**src/rtl/datapath_pkg.sv**
```systemverilog
// datapath_pkg: shared state encoding and counter sizing for the serial adder controller
package datapath_pkg;
  typedef enum logic [1:0] {SA_IDLE = 2'd0, SA_SHIFT = 2'd1, SA_DONE = 2'd2} sa_state_e;
  function automatic int cnt_w(input int w);
    return (w > 1) ? $clog2(w) : 1;
  endfunction
endpackage

```
**src/rtl/full_adder.sv**
```systemverilog
// full_adder: single-bit full adder cell
module full_adder (
  output logic out,
  output logic cout,
  input  logic num1,
  input  logic num2,
  input  logic cin
);
  assign out  = num1 ^ num2 ^ cin;
  assign cout = (num1 & num2) | (cin & (num1 ^ num2));
endmodule

```
**src/rtl/serial_add_ctrl.sv**
```systemverilog
// serial_add_ctrl: bit-serial WIDTH-bit adder, one full_adder reused LSB first with start/busy/done framing
module serial_add_ctrl
  import datapath_pkg::*;
#(
  parameter int WIDTH = 8
) (
  input  logic             clk,
  input  logic             rst,
  input  logic             start,
  input  logic [WIDTH-1:0] a,
  input  logic [WIDTH-1:0] b,
  input  logic             cin,
  output logic             busy,
  output logic             done,
  output logic [WIDTH-1:0] sum,
  output logic             cout,
  output logic             overflow
);
  localparam int CW = cnt_w(WIDTH);
  sa_state_e        state_q;
  logic [WIDTH-1:0] a_q, b_q, sum_q;
  logic [CW-1:0]    cnt_q;
  logic             carry_q, cout_q, ovf_q, busy_q, done_q;
  logic             fa_out, fa_cout, last;
  full_adder u_fa (.out(fa_out), .cout(fa_cout), .num1(a_q[0]), .num2(b_q[0]), .cin(carry_q));
  assign last     = cnt_q == CW'(WIDTH - 1);
  assign busy     = busy_q;
  assign done     = done_q;
  assign sum      = sum_q;
  assign cout     = cout_q;
  assign overflow = ovf_q;
  always_ff @(posedge clk) begin
    if (rst) begin
      state_q <= SA_IDLE;
      a_q     <= '0;
      b_q     <= '0;
      sum_q   <= '0;
      cnt_q   <= '0;
      carry_q <= 1'b0;
      cout_q  <= 1'b0;
      ovf_q   <= 1'b0;
      busy_q  <= 1'b0;
      done_q  <= 1'b0;
    end else if (state_q == SA_SHIFT) begin
      a_q     <= a_q >> 1;
      b_q     <= b_q >> 1;
      sum_q   <= WIDTH'({fa_out, sum_q} >> 1);
      carry_q <= fa_cout;
      cnt_q   <= cnt_q + CW'(1);
      if (last) begin
        state_q <= SA_DONE;
        busy_q  <= 1'b0;
        done_q  <= 1'b1;
        cout_q  <= fa_cout;
        // carry_q is the carry into the MSB on this edge
        ovf_q   <= carry_q ^ fa_cout;
      end
    end else if (start) begin
      state_q <= SA_SHIFT;
      a_q     <= a;
      b_q     <= b;
      carry_q <= cin;
      cnt_q   <= '0;
      busy_q  <= 1'b1;
      done_q  <= 1'b0;
    end else begin
      state_q <= SA_IDLE;
      done_q  <= 1'b0;
    end
  end
endmodule

```
**config.mk**
```make
export PLATFORM = sky130hd
export DESIGN_NAME = serial_add_ctrl
export DESIGN_NICKNAME = d
export VERILOG_FILES = /design/src/rtl/datapath_pkg.sv /design/src/rtl/full_adder.sv /design/src/rtl/serial_add_ctrl.sv
export SDC_FILE = /design/constraint.sdc
export NUM_CORES = 1
export LEC_CHECK = 0
export ABC_CLOCK_PERIOD_IN_PS = 1400
export BUFFER_PORTS_ARGS = -buffer_cell sky130_fd_sc_hd__buf_2
export CORE_MARGIN = 2
export CORE_UTILIZATION = 53
export DETAILED_ROUTE_END_ITERATION = 7
export GPL_TIMING_DRIVEN = 0
export PLACE_DENSITY = 0.89
export SETUP_SLACK_MARGIN = 0.05
export SLEW_MARGIN = 0
export SYNTH_ARGS = -nofsm -noshare
export SYNTH_HDL_FRONTEND = slang
export SYNTH_SLANG_ARGS = --single-unit
```
**constraint.sdc**
```tcl
create_clock -name clk -period 1.4 [get_ports clk]
set_input_delay 0.07 -clock clk [delete_from_list [all_inputs] [get_ports clk]]
set_output_delay 0.07 -clock clk [all_outputs]
set_load 0.01 [all_outputs]
```
-- Word-level counts from Yosys, hierarchy flattened
Cells that the tools add are included.
- add/subtract/negate cells: 1
- equal/unequal tests: 3
- muxes and demuxes: 14
- bitwise operators: 7
- reduce and logical (&&, ||, !) cells: 5
- operator list (kind ; number):
    2-to-1 mux 7 bit ; 4
    2-to-1 mux 1 bit ; 6
    2-to-1 mux 3 bit ; 2
    2-to-1 mux 2 bit ; 2
    AND reduction 2 bit ; 2
    OR reduction 2 bit ; 2
    adder 3 x 1 -> 3 bit (second input constant) ; 1
    equality test 3 bit (second input constant) ; 1
    XOR 1 bit ; 3
    AND 1 bit ; 2
    equality test 2 x 1 -> 1 bit (second input constant) ; 1
    inequality test 2 bit (second input constant) ; 1
    nonzero test 2 bit ; 1
    inverter 1 bit ; 1
    OR 1 bit ; 1
- register bits: 34
- input port bits: 20
- output and inout port bits: 12
- logic and storage cells: 42

-- Logic depth before layout (Yosys ltp)
- depth after elaboration: 4
- mapped depth: 5
- depth with buffers taken out: 5

-- Modules after synthesis
Synthesis repeated with hierarchy kept, for this count alone.
- cell total of the unflattened synthesis: 152
- area total of the unflattened synthesis: 1498.9 µm²
- modules (own cells, without submodules) (module ; instances ; cells an instance ; area an instance (µm²)):
    serial_add_ctrl ; 1 ; 151 ; 1478.9
    full_adder ; 1 ; 1 ; 20.0

-- Worst setup path before layout
Ideal clock, no wire load.
- path type: register to register
- start point: register carry_q
- end point: register ovf_q, in the netlist overflow
- library setup time: 0.091 ns
- data arrival time: 1.151 ns
- required time: 1.309 ns
- path slack: 0.158 ns
- cell stages (with the launch flop): 4
- buffers on the path: 0
- clock period less this slack: 1.242 ns
- cells stage by stage: dfxtp_1 fa_1 xnor2_1 a311oi_1
- cells in the longest elaborated chain, start to end: 3
- ends and longest elaborated chain (element ; RTL line ; source):
    from (decl) ; serial_add_ctrl.sv:23 ; logic carry_q, cout_q, ovf_q, busy_q, done_q;
    from (signal assigned) ; serial_add_ctrl.sv:48 ; carry_q <= fa_cout;
    from (signal assigned) ; serial_add_ctrl.sv:62 ; carry_q <= cin;
    AND 1 bit ; full_adder.sv:10 ; assign cout = (num1 & num2) | (cin & (num1 ^ num2));
    OR 1 bit ; full_adder.sv:10 ;
    named net fa_cout ; serial_add_ctrl.sv:24 ; logic fa_out, fa_cout, last;
    XOR 1 bit ; serial_add_ctrl.sv:56 ; ovf_q <= carry_q ^ fa_cout;
    to (signal assigned) ; serial_add_ctrl.sv:56 ;
    to (decl) ; serial_add_ctrl.sv:23 ;
The timed path passes the listed nets, and every way through them passes these cells.
A chain may end at the register's enable or synchronous reset.

-- Final worst setup path
Ends and elaborated chain as after synthesis.

==> key figures <==
Status
  • Outcome: finished, final reports clean

Routing
  • Routed vias: 1,204
  • DR WL/cell: 14.2 um
  • Initial DRT Pass Iterations: 4
  • DR DRC count: 0
  • DR iter-0 viols: 22
  • Routed wire length: 3120 um
  • Via-per-instance ratio: between 5 and 6
  • Detail Route Antenna Nets: 0

Yosys
  • Yosys cell types: 23
  • Syn avg cell area: 10.1 um2
  • Post-Synth Simple-Gate Area: 13.2%
  • Warnings from Yosys: 0
  • Synth top area cells: dfxtp_1 (44%), mux2i_1 (11%), a211oi_2 (11%)
  • Post-Syn Area: 1530 um2
  • Seq/Total Area, Yosys: roughly 44%
  • Post-Syn Nets: 176
  • Post-synthesis mux area share: 11.1%
  • Post-Synth Adder-Cell Area: 3.76%
  • Synth area leader: dfxtp_1
  • Synth Area in Compound Gates: 17.9%
  • Largest family of logic cells by synthesized area: compound AO/OA/AOI/OAI gates
  • Register bit count reported by yosys: 34
  • Top cell type's share of synthesized area: around 44%
  • Area share of xor/xnor cells in the synthesized design: 0.572%
  • Mapped Cells: 152

Timing
  • Max frequency: 0.778 GHz
  • Layout Skew: 8.46 ps
  • Final hold vios: 0
  • RSZ-0062 raised after global routing: no
  • Max Slew Vio Count: 0
  • Min cycle time layout: 1290 ps
  • Final period util: around 92%
  • Setup TNS Final: 0 ps
  • Setup violators final: 0
  • Worst Max-Slew Pin Slew: 440 ps
  • Relative slew slack: a little over two thirds

CTS
  • CTS tree: built
  • Setup Buffers After CTS: 0
  • Root Buffer: clkbuf_4
  • Cts repair resizes: 0
  • CTS Buf Count: 5
  • CTS Hold Bufs: 0
  • Buffer depth of the longest clock path: 2
  • H-tree levels: 2
  • Clk slew on worst S/H paths: roughly 110 ps
  • Sink Count: 34
  • Worst-skew pair later-pin latency: 340 ps

Worst hold path
  • Hold Crit Depth: 3
  • HP Class: primary input to register
  • Hold Crit Start: a[7]
  • Worst Hold End: a_q[7]

Power and ir drop
  • Total leakage power: around 0.00079 uW
  • Total power: 2050 uW
  • Power per cell area: 1140 nW/um2
  • Peak VDD IR: 0.947 mV

Setup path
  • R2R setup slack: 110 ps
  • R2R depth: 3
  • CP Max Fanout: 3
  • Critical Path Source Type: register
  • Crit path required time: about 1700 ps
  • Worst reg2reg endpoint: overflow
  • Worst r2r src: carry_q
  • Endpoint type of the worst setup path: register
  • Critical path class: register to register
  • Critical Path AT: 1540 ps

Placed design
  • Total placed cells including tap cells: 212
  • DP HPWL: 2300 um
  • Port Buf Inserts: 29
  • GPL Wtd Cong: approximately 0.76

GRT
  • Largest net degree at the start of global routing: 12
  • Number of global-route vias before repair: 1,195
  • Wire length of the first global-routing pass: 5260 um
  • GRT Total Usage: 20.7%
  • GRT overflow: 0
  • Initial antenna violation count: 0

Run
  • Maxcap violations: 0

Cells and area
  • Antenna diode instance count: 0
  • Layout area overhead: 17.2%
  • Layout cells sized above 1: between 30% and 40%
  • # fillers: 231
  • Count of non-filler cells in the finished layout: 220
  • Post-layout nets: 212

Die
  • Die Area: 3340 um2
  • Initial Utilization: 55.5%
  • # IOs: 32
  • Die Span X: 57.8 um
  • Floorplan row count: 19
  • Die Height: 57.8 um
  • Core box area: 2760 um2
[layout make-up]
type                       count  area, um2  share of cell area (%)
inverter                       2       7.51                   0.418
sequential                    34        681                    37.9
clock inverter                 3       40.0                    2.23
timing repair buffer          29        145                    8.08
tap                           31       38.8                    2.16
multi-input combinational    102        714                    39.8
buffer                        14        131                    7.32
clock buffer                   5       37.5                    2.09
[cells in the mapped netlist]
library cell and instances:
a211oi_2 13, dfxtp_1 34, nand2b_1 2, inv_1 2, a311oi_1 1, buf_2 2, ha_1 3, o21ai_0 2
nor2_1 17, a211oi_1 3, mux2i_1 17, xnor2_1 1, nand2_1 19, buf_6 7, buf_12 1, clkbuf_1 2
buf_4 2, nor2b_1 1, nand3b_1 3, a21oi_1 14, fa_1 1, nor3_1 4, nand3_1 1
[routing by layer]
| layer | GRT usage [%] | share of wire (%) | vias to the layer above |
|---|---|---|---|
| met3 | 6.92 | 5.6 | 8 |
| met2 | 36.9 | 48 | 27 |
| met5 | 0 | 0 | - |
| met4 | 6.98 | 1.8 | 0 |
| li1 | - | - | 597 |
| met1 | 23.1 | 44 | 572 |
[layout by cell type (no fill, tap or decap), drive strengths merged, types with 2 or more instances in the layout]
cell,instances
clkinv,2
nand2,19
buf,41
nor3,4
nor2,17
a211oi,16
nand2b,2
mux2i,17
ha,3
o21ai,2
a21oi,14
clkbuf,7
inv,2
dfxtp,34
nand3b,3
[stage by stage]
step	setup WS [ps]	hold WS [ps]	utilization, %	area, um2
2_1_floorplan	158	265	-	1530
3_3_place_gp	98.5	359	62.2	1720
3_5_place_dp	73.7	387	62.2	1720
4_1_cts	51.6	33.3	65.0	1790
5_1_grt	54.4	47.0	65.1	1800
6_report	114	34.0	65.1	1800
[worst max path at each step]
stage               startpoint       end  slack (ps)  depth (start not counted)
finish                 carry_q  overflow         110                          3
global route          cnt_q[0]      cout          50                          5
CTS                    carry_q  overflow          50                          3
detailed placement     carry_q  overflow          70                          3
global placement       carry_q  overflow         100                          3
floorplan              carry_q  overflow         160                          3
[state kept, by name (all words and copies together) (netlist names)]
register and flops:
sum 8, done 1, b_q 8, busy 1, state_q 2, overflow 1
carry_q 1, cnt_q 3, cout 1, a_q 8
[worst max-delay path: stages (launching register included)]
cell,delay (ps)
dfxtp_1,370
fa_2,430
xnor2_1,140
a311oi_1,260
[report_power, final]
| part | switching [uW] | leakage, uW | total, uW | internal [uW] |
|---|---|---|---|---|
| clock | 343 | 0.0000450 | 712 | 370 |
| combinational | 153 | 0.000462 | 292 | 139 |
| sequential | 30.3 | 0.000279 | 1050 | 1020 |
[cell families after synthesis]
family,after synthesis
adder cells (fa/ha/maj),4
AND/OR/NAND/NOR,47
flip-flops,34
XOR/XNOR,1
multiplexers,17
AO/OA/AOI/OAI,33
buffers and inverters,16
(Power assumes the default switching activity.)
